## src/rtl/bf_sequencer.sv

```systemverilog
// bf_sequencer: zero-fills data memory, streams a program into program memory,
// then resets and runs the bf core under a watchdog with pause/single-step.
module bf_sequencer #(
    parameter int PROG_ADDR_WIDTH  = 8,
    parameter int DATA_ADDR_WIDTH  = 8,
    parameter int DATA_VALUE_WIDTH = 8,
    parameter int WDOG_WIDTH       = 16
) (
    input  logic                        clk,
    input  logic                        reset,
    input  logic                        start,
    input  logic                        abort,
    input  logic                        pause,
    input  logic                        step,
    input  logic [WDOG_WIDTH-1:0]       wdog_limit,
    input  logic                        ld_valid,
    input  logic [7:0]                  ld_data,
    output logic                        ld_ready,
    output logic                        pmem_wen,
    output logic [PROG_ADDR_WIDTH-1:0]  pmem_addr,
    output logic [7:0]                  pmem_wdata,
    output logic                        dmem_wen,
    output logic [DATA_ADDR_WIDTH-1:0]  dmem_addr,
    output logic [DATA_VALUE_WIDTH-1:0] dmem_wdata,
    output logic                        mem_owner,
    output logic                        core_en,
    output logic                        core_reset,
    input  logic                        core_prog_ren,
    input  logic                        core_stdout_en,
    output logic                        busy,
    output logic                        done,
    output logic [1:0]                  err,
    output logic [15:0]                 out_count
);

    typedef enum logic [2:0] {S_IDLE, S_CLEAR, S_LOAD, S_RST, S_RUN, S_DONE} state_t;

    state_t                       state_q, state_d;
    logic                         ld_ready_q, ld_ready_d;
    logic                         pmem_wen_q, pmem_wen_d;
    logic [PROG_ADDR_WIDTH-1:0]   pmem_addr_q, pmem_addr_d;
    logic [7:0]                   pmem_wdata_q, pmem_wdata_d;
    logic [PROG_ADDR_WIDTH-1:0]   ld_ptr_q, ld_ptr_d;
    logic                         dmem_wen_q, dmem_wen_d;
    logic [DATA_ADDR_WIDTH-1:0]   dmem_addr_q, dmem_addr_d;
    logic                         mem_owner_q, mem_owner_d;
    logic                         core_en_q, core_en_d;
    logic                         core_reset_q, core_reset_d;
    logic                         busy_q, busy_d;
    logic                         done_q, done_d;
    logic [1:0]                   err_q, err_d;
    logic [15:0]                  out_count_q, out_count_d;
    logic [WDOG_WIDTH-1:0]        wdog_q, wdog_d;
    logic [1:0]                   lowcnt_q, lowcnt_d;
    logic                         en_prev_q, step_prev_q, stdout_prev_q;
    logic                         step_rise, stdout_rise, run_en;

    assign step_rise   = step & ~step_prev_q;
    assign stdout_rise = core_stdout_en & ~stdout_prev_q;
    assign run_en      = ~pause | step_rise;

    always_comb begin
        state_d      = state_q;
        ld_ready_d   = 1'b0;
        pmem_wen_d   = 1'b0;
        pmem_addr_d  = pmem_addr_q;
        pmem_wdata_d = pmem_wdata_q;
        ld_ptr_d     = ld_ptr_q;
        dmem_wen_d   = 1'b0;
        dmem_addr_d  = dmem_addr_q;
        mem_owner_d  = 1'b0;
        core_en_d    = 1'b0;
        core_reset_d = 1'b0;
        done_d       = done_q;
        err_d        = err_q;
        out_count_d  = out_count_q;
        wdog_d       = wdog_q;
        lowcnt_d     = lowcnt_q;

        case (state_q)
            S_IDLE, S_DONE: begin
                if (start) begin
                    state_d     = S_CLEAR;
                    done_d      = 1'b0;
                    err_d       = 2'b00;
                    out_count_d = '0;
                    dmem_addr_d = '0;
                    pmem_addr_d = '0;
                    ld_ptr_d    = '0;
                    dmem_wen_d  = 1'b1;
                end
            end
            S_CLEAR: begin
                dmem_addr_d = dmem_addr_q + DATA_ADDR_WIDTH'(1);
                if (dmem_addr_q == '1) begin
                    state_d    = S_LOAD;
                    ld_ready_d = 1'b1;
                end else begin
                    dmem_wen_d = 1'b1;
                end
            end
            S_LOAD: begin
                ld_ready_d = ld_ready_q;
                // pmem_addr shows the address of the write in flight; ld_ptr runs ahead
                if (ld_valid && ld_ready_q) begin
                    pmem_wen_d   = 1'b1;
                    pmem_addr_d  = ld_ptr_q;
                    pmem_wdata_d = ld_data;
                    ld_ptr_d     = ld_ptr_q + PROG_ADDR_WIDTH'(1);
                    if ((ld_data == 8'h00) || (ld_ptr_q == '1)) ld_ready_d = 1'b0;
                end
                if (pmem_wen_q && (pmem_wdata_q == 8'h00)) begin
                    state_d      = S_RST;
                    core_en_d    = 1'b1;
                    core_reset_d = 1'b1;
                    mem_owner_d  = 1'b1;
                end else if (pmem_wen_q && (pmem_addr_q == '1)) begin
                    state_d = S_DONE;
                    done_d  = 1'b1;
                    err_d   = 2'b10;
                end
            end
            S_RST: begin
                state_d     = S_RUN;
                mem_owner_d = 1'b1;
                core_en_d   = run_en;
                wdog_d      = '0;
                lowcnt_d    = 2'd0;
            end
            S_RUN: begin
                mem_owner_d = 1'b1;
                if (en_prev_q)
                    lowcnt_d = core_prog_ren ? 2'd0 :
                               ((lowcnt_q == 2'd2) ? 2'd2 : lowcnt_q + 2'd1);
                if (core_en_q) wdog_d = wdog_q + WDOG_WIDTH'(1);
                if (stdout_rise && (out_count_q != 16'hFFFF)) out_count_d = out_count_q + 16'd1;
                // halt is checked first so it wins over a coincident timeout
                if (lowcnt_d == 2'd2) begin
                    state_d     = S_DONE;
                    done_d      = 1'b1;
                    err_d       = 2'b00;
                    mem_owner_d = 1'b0;
                end else if ((wdog_limit != '0) && (wdog_d == wdog_limit)) begin
                    state_d     = S_DONE;
                    done_d      = 1'b1;
                    err_d       = 2'b01;
                    mem_owner_d = 1'b0;
                end else begin
                    core_en_d = run_en;
                end
            end
            default: state_d = S_IDLE;
        endcase

        if (abort) begin
            state_d      = S_IDLE;
            ld_ready_d   = 1'b0;
            pmem_wen_d   = 1'b0;
            dmem_wen_d   = 1'b0;
            mem_owner_d  = 1'b0;
            core_en_d    = 1'b0;
            core_reset_d = 1'b0;
            done_d       = done_q;
            err_d        = err_q;
            out_count_d  = out_count_q;
            dmem_addr_d  = dmem_addr_q;
            pmem_addr_d  = pmem_addr_q;
            pmem_wdata_d = pmem_wdata_q;
            ld_ptr_d     = ld_ptr_q;
        end

        busy_d = (state_d != S_IDLE) && (state_d != S_DONE);
    end

    always_ff @(posedge clk or negedge reset) begin
        if (!reset) begin
            state_q       <= S_IDLE;
            ld_ready_q    <= 1'b0;
            pmem_wen_q    <= 1'b0;
            pmem_addr_q   <= '0;
            pmem_wdata_q  <= '0;
            ld_ptr_q      <= '0;
            dmem_wen_q    <= 1'b0;
            dmem_addr_q   <= '0;
            mem_owner_q   <= 1'b0;
            core_en_q     <= 1'b0;
            core_reset_q  <= 1'b0;
            busy_q        <= 1'b0;
            done_q        <= 1'b0;
            err_q         <= 2'b00;
            out_count_q   <= '0;
            wdog_q        <= '0;
            lowcnt_q      <= 2'd0;
            en_prev_q     <= 1'b0;
            step_prev_q   <= 1'b0;
            stdout_prev_q <= 1'b0;
        end else begin
            state_q       <= state_d;
            ld_ready_q    <= ld_ready_d;
            pmem_wen_q    <= pmem_wen_d;
            pmem_addr_q   <= pmem_addr_d;
            pmem_wdata_q  <= pmem_wdata_d;
            ld_ptr_q      <= ld_ptr_d;
            dmem_wen_q    <= dmem_wen_d;
            dmem_addr_q   <= dmem_addr_d;
            mem_owner_q   <= mem_owner_d;
            core_en_q     <= core_en_d;
            core_reset_q  <= core_reset_d;
            busy_q        <= busy_d;
            done_q        <= done_d;
            err_q         <= err_d;
            out_count_q   <= out_count_d;
            wdog_q        <= wdog_d;
            lowcnt_q      <= lowcnt_d;
            en_prev_q     <= core_en_q;
            step_prev_q   <= step;
            stdout_prev_q <= core_stdout_en;
        end
    end

    assign ld_ready   = ld_ready_q;
    assign pmem_wen   = pmem_wen_q;
    assign pmem_addr  = pmem_addr_q;
    assign pmem_wdata = pmem_wdata_q;
    assign dmem_wen   = dmem_wen_q;
    assign dmem_addr  = dmem_addr_q;
    assign dmem_wdata = '0;
    assign mem_owner  = mem_owner_q;
    assign core_en    = core_en_q;
    assign core_reset = core_reset_q;
    assign busy       = busy_q;
    assign done       = done_q;
    assign err        = err_q;
    assign out_count  = out_count_q;

endmodule

```

## config.mk

```make
export PLATFORM = sky130hd
export DESIGN_NAME = bf_sequencer
export DESIGN_NICKNAME = d
export VERILOG_FILES = /design/src/rtl/bf_sequencer.sv
export SDC_FILE = /design/constraint.sdc
export NUM_CORES = 1
export LEC_CHECK = 0
export CELL_PAD_IN_SITES_DETAIL_PLACEMENT = 0
export CELL_PAD_IN_SITES_GLOBAL_PLACEMENT = 2
export CORE_UTILIZATION = 34
export DETAILED_ROUTE_END_ITERATION = 8
export GPL_ROUTABILITY_DRIVEN = 0
export HOLD_SLACK_MARGIN = 0.06
export PLACE_DENSITY_LB_ADDON = 0.3
export SYNTH_ARGS = -nofsm -noshare
export SYNTH_HDL_FRONTEND = slang
export SYNTH_SLANG_ARGS = --single-unit
```

## constraint.sdc

```tcl
create_clock -name clk -period 3.4 [get_ports clk]
set_input_delay 0.68 -clock clk [delete_from_list [all_inputs] [get_ports clk]]
set_output_delay 0.68 -clock clk [all_outputs]
set_load 0.01 [all_outputs]
```

==> out/results.ini, run 1 <==
[status]
run_status = complete, no violations

[synth]
synth_mux_area_share_pct = 3.063
synth-async-reset-ratio_pct = 100.0
netlist_area_um2 = 4616
syn_inst = 500
yosysTopAreaCellShare_pct = 44.46
synth_top_area_cell = dfrtp_1
synthAdderAreaFrac_pct = 1.355
ys_seq_elements = 82
synth_flop_cell = dfrtp_1
ys_types = 61
avgSynthCellArea_um2 = 9.231
seq_area_frac_synth_pct = 44.46
synth_compound_area_share_pct = 13.31
synth_top_family_by_area = simple AND/OR/NAND/NOR gates
synth_edf_count = 0
synth-xor-area-share_pct = 9.108
post_synth_and_or_nand_nor_area_fraction_pct = 23.85
yosys-top-cells-area = dfrtp_1 44%, xor2_1 4.7%, nor2_1 4.6%
yosys_warnings = 0

[floorplanning]
die_h_um = 118.5
num_io_pins = 91
core_area_um2 = 13240
die_x_um = 118.5
start_util_pct = 34.85
rows = 42
die_area_um2 = 14050

[critical_path]
required_ps = 3620
path_max_fanout = 10
critPathKind = in2reg
arrival_ps = 2960
worst_setup_path_start_kind = input port
end_kind = flop

[detailed_routing]
antenna_left = 0
routed-via-count = 3912
drt_wl_total_um = 11870
drt_pass1_iterations = 4
drc = 0
routedWlPerCell_um = 15.60
via_per_inst = 5.141
drt_iter0_drc = 170

[power]
p_leak_nw = 2.385
ir_worst_vdd_mv = 0.2456
p_per_area_nw_per_um2 = 363.1
p_total_mw = 2.130

[grt]
grt_util_all_layers_pct = 18.12
grt_start_max_net_pins = 54
grt_pass1_vias = 3857
overflow = 0
antenna_found_initial = 0
grt_pass1_wl_um = 19830

[timing]
min_period_ps = 2733
setup_tns_ps = 0
max_freq_mhz = 365.9
worst_pin_slew_ps = 698.8
setup_viol = 0
layout_setup_ws_ps = 667.2
fin_skew_ps = 8.130
grt_setup_unrepaired = no
hold_viol_final = 0
finalCritPeriodShare_pct = 80.38
slew_headroom_pct = 53.41
slew_viol_final = 0

[cts]
cts_resized = 0
clk_pin_slew_worst_paths_ps = 60
clock-root-buffer = clkbuf_16
htree_levels = 3
clk_path_buf_depth = 2
numCtsBuffers = 9
cts_tree = built
cts_hold_buf = 0
clock_sinks = 82
postCtsSetupBuffers = 0
clk_latency_ps = 340

[cells_and_area]
syn_to_final_growth_pct = 27.11
layout_common_cells = 82 x dfrtp_1, 81 x clkdlybuf4s50_1, 57 x nor2_1
nets = 620
final_cells = 761
design_area_um2 = 5867
final_common_cell = dfrtp_1
drive_above_1_share_pct = 7.692
diodes = 0
fillers = 1354

[min_path]
hold_path_class = in2async

[place]
place_ws_ps = 339.9
place_inst = 747
port_buffers = 82
hpwlAfterDp_um = 8667
placed_area_um2 = 5588

[run]
cap_violations = 0

per-stage QoR:
step / utilization [%] / hold slack [ps]
finish: 44.30 / 380.0
global route: 44.30 / 445.5
CTS: 44.30 / 414.9
detailed placement: 42.20 / 491.5
global placement: 42.20 / 488.4
floorplan: - / 384.4
final cells by class:
type,count,area [um^2],share of cell area (%)
sequential,82,2052,34.98
inverter,12,45.04,0.7678
clock buffer,12,266.5,4.543
timing repair buffer,93,900.9,15.36
multi-input combinational,384,2370,40.39
tap,176,220.2,3.753
clock inverter,2,12.51,0.2133
layer usage:
metal / track usage, % / vias to the layer above / share of wire (%)
li1: - / 1928 / -
met1: 23.98 / 1909 / 48
met2: 29.12 / 68 / 47
met3: 4.971 / 7 / 3.7
met4: 4.826 / 0 / 1.1
met5: 0 / - / 0
Yosys cell counts, drive strengths merged, types with 2 or more instances:
cell type  instances
nand4b             3
o21ai             35
a211oi             6
a32o               2
nor4              10
or3                5
nand2             55
and2               3
nor2b              6
nor3b              2
mux2               9
o31ai              8
clkbuf            17
nand4             13
a22o               3
dfrtp             82
and3               5
nor2              58
a311oi             2
mux2i              4
o22ai              3
and4               6
buf               12
a21oi             16
a31oi              7
o41ai              2
inv               12
ha                 5
nor3              14
xnor2             23
nand3             25
xor2              25
or2                2
a2111oi            2
nand2b             6
critical path, cell delays in order:
cell and delay [ps]:
clkdlybuf4s50_1 570, nor2b_1 240, a31oi_1 60, or3_1 330, a21o_1 280, nor2_2 410
mux2_2 390
path summary, 6_finish.rpt:
kind,start,end,slack (ps),cells past startpoint
setup / recovery,start,pmem_wdata[2],670,7
hold / removal,reset,pmem_wdata[1],380,1
setup reg to reg,wdog_q[0],busy,910,8
hold reg to reg,pmem_addr[3],pmem_addr[3],510,2
max in group asynchronous,reset,en_prev_q,2320,2
min in group clk,pmem_addr[3],pmem_addr[3],510,2
cell families after synthesis:
logic type,after synthesis
adders and majority gates,5
muxes,13
DFF,82
AOI/OAI and AO/OA,94
buffers and inverters,41
xor gates and xnor gates,48
other,1
and+or+nand+nor,216
power breakdown:
part	internal [mW]	switching, mW	total [mW]
clock	0.545	0.389	0.935
combinational	0.0890	0.0999	0.189
sequential	0.990	0.0158	1.01
total	1.62	0.505	2.13
sequential cells by signal, summed over array words and instances (netlist names), 2 cells and up:
name	flops
ld_ptr_q	8
out_count	16
pmem_wdata	8
dmem_addr	8
err	2
state_q	3
pmem_addr	8
wdog_q	16
lowcnt_q	2
(Power assumes the default switching activity.)
==> run 2: changes to the inputs <==
CORE_UTILIZATION = 32   (was 34)
clock period = 2.55 ns   (was 3.4 ns; I/O delays follow)
==> out/results.ini, run 2 (synthesis results as in run 1) <==
[place]
place_ws_ps = 9.763  ; was 339.9 ps
hpwlAfterDp_um = 9124  ; was 8667 um
port_buffers = 82  ; unchanged

[status]
run_status = complete, no violations  ; unchanged

[timing]
setup_tns_ps = 0  ; unchanged
setup_viol = 0  ; unchanged
hold_viol_final = 0  ; unchanged
max_freq_mhz = 421.1
min_period_ps = 2375
slew_headroom_pct = 66.67  ; was 53.41%
fin_skew_ps = 7.007  ; was 8.130 ps
grt_setup_unrepaired = no  ; unchanged
layout_setup_ws_ps = 175.1  ; was 667.2 ps
slew_viol_final = 0  ; unchanged
worst_pin_slew_ps = 495.4  ; was 698.8 ps
finalCritPeriodShare_pct = 93.13

[floorplanning]
rows = 43  ; was 42
die_h_um = 122.1  ; was 118.5 um
num_io_pins = 91  ; unchanged
start_util_pct = 33.00  ; was 34.85%
die_x_um = 122.1  ; was 118.5 um
core_area_um2 = 13990  ; was 13240 um^2
die_area_um2 = 14910  ; was 14050 um^2

[power]
ir_worst_vdd_mv = 0.3038  ; was 0.2456 mV
p_total_mw = 2.837  ; was 2.130 mW
p_per_area_nw_per_um2 = 467.3  ; was 363.1 nW/um^2
p_leak_nw = 2.502  ; was 2.385 nW

[critical_path]
worst_path_max_delay_cell = dfrtp_1  ; was clkdlybuf4s50_1
required_ps = 2780  ; was 3620 ps
path_max_fanout = 6  ; was 10
end_kind = flop  ; unchanged
crit_family = simple AND/OR/NAND/NOR gates  ; unchanged
arrival_ps = 2610  ; was 2960 ps
critPathKind = reg2reg  ; was in2reg
max_stage_delay_ps = 440  ; was 570 ps
crit_path_cell_trace = nand3_1 -> or2_4 -> nor3_4 -> xnor2_1 -> or3_1 -> and4b_4 -> a2111oi_4  ; was clkdlybuf4s50_1 -> nor2b_1 -> a31oi_1 -> or3_1 -> a21o_1 -> nor2_2 -> mux2_2
worst_setup_path_start_kind = flop  ; was input port
cp.buffers_inverters = 0  ; was 1

[cts]
clk_latency_ps = 340  ; about the same
htree_levels = 3  ; unchanged
clock-root-buffer = clkbuf_16  ; unchanged
clk_path_buf_depth = 2  ; unchanged
cts_resized = 0  ; unchanged
postCtsSetupBuffers = 0  ; unchanged
clock_sinks = 82  ; unchanged
cts_tree = built  ; unchanged
numCtsBuffers = 9  ; unchanged
cts_hold_buf = 0  ; unchanged
clk_pin_slew_worst_paths_ps = 60  ; about the same

[grt]
overflow = 0  ; unchanged
grt_util_met3_pct = 3.184  ; was 4.971%
grt_util_all_layers_pct = 17.81  ; was 18.12%
grt-busiest-layer = met2  ; unchanged
grtUsageMet1_pct = 24.48  ; was 23.98%
met2_usage_pct = 28.07  ; was 29.12%
grt_pass1_vias = 3951  ; was 3857
antenna_found_initial = 0  ; unchanged
grt_start_max_net_pins = 37  ; was 54
grt_pass1_wl_um = 20490  ; was 19830 um

[detailed_routing]
via_per_inst = 5.080  ; was 5.141
drt_wl_total_um = 12480  ; was 11870 um
drc = 0  ; unchanged
drt_iter0_drc = 188  ; was 170
antenna_left = 0  ; unchanged
routedWlPerCell_um = 15.81  ; was 15.60 um
drt_pass1_iterations = 4  ; unchanged
routed-via-count = 4008  ; was 3912

[cells_and_area]
nets = 643  ; was 620
syn_to_final_growth_pct = 31.53  ; was 27.11%
fin_util_pct = 43.40  ; was 44.30%
drive_above_1_share_pct = 11.33  ; was 7.692%
diodes = 0  ; unchanged
layout_common_cells = 82 x dfrtp_1, 81 x clkdlybuf4s50_1, 57 x nor2_1  ; unchanged
final_common_cell = dfrtp_1  ; unchanged

[min_path]
hold_path_class = in2async  ; unchanged

[run]
cap_violations = 0  ; unchanged

-- run 2: layout make-up --
| class | count | area [um^2] |
|---|---|---|
| Fill cell | 1429 | 7918 |
| Multi-Input combinational cell | 384 | 2377 |
| Sequential cell | 82 | 2052 |
| Timing Repair Buffer | 116 | 1099 |
| Clock buffer | 13 | 260.3 |
| Tap cell | 180 | 225.2 |
| Inverter | 12 | 45.04 |
| Clock inverter | 2 | 12.51 |
-- run 2: where the power goes --
group	internal (mW)	switching [mW]
Sequential	1.32	0.0194
Combinational	0.133	0.141
Clock	0.707	0.516
-- run 2: final timing paths --
kind	startpoint	endpoint	slack (ps)	depth (start not counted)
worst max-delay path	wdog_q[9]	core_en	180	7
min in group clk	pmem_addr[0]	pmem_addr[0]	510	2
worst max register to register	wdog_q[9]	core_en	180	7
max in group asynchronous	reset	done	1790	2
worst min-delay path	reset	wdog_q[0]	130	1
worst min register to register	pmem_addr[0]	pmem_addr[0]	510	2
-- run 2: stage by stage --
step                      hold WS [ps]  cells  instance area, um^2
after global placement           485.1    774                 5791
after detailed placement         504.1    774                 5791
after global routing             164.3    789                 6071
after CTS                        146.4    789                 6063
final                            128.1    789                 6071
after floorplan                  214.4    507                 4642
-- run 2: layer usage --
metal / vias to the layer above / wire length (um)
met4: 0 / 175
li1: 1977 / -
met2: 61 / 5957
met1: 1958 / 5946
met3: 12 / 399
met5: - / 0
==> run 3: changes to the inputs <==
TNS_END_PERCENT = 5   (was unset)
==> results of run 3 <==
The final DEF is identical to that of run 2; final timing and power are the same.
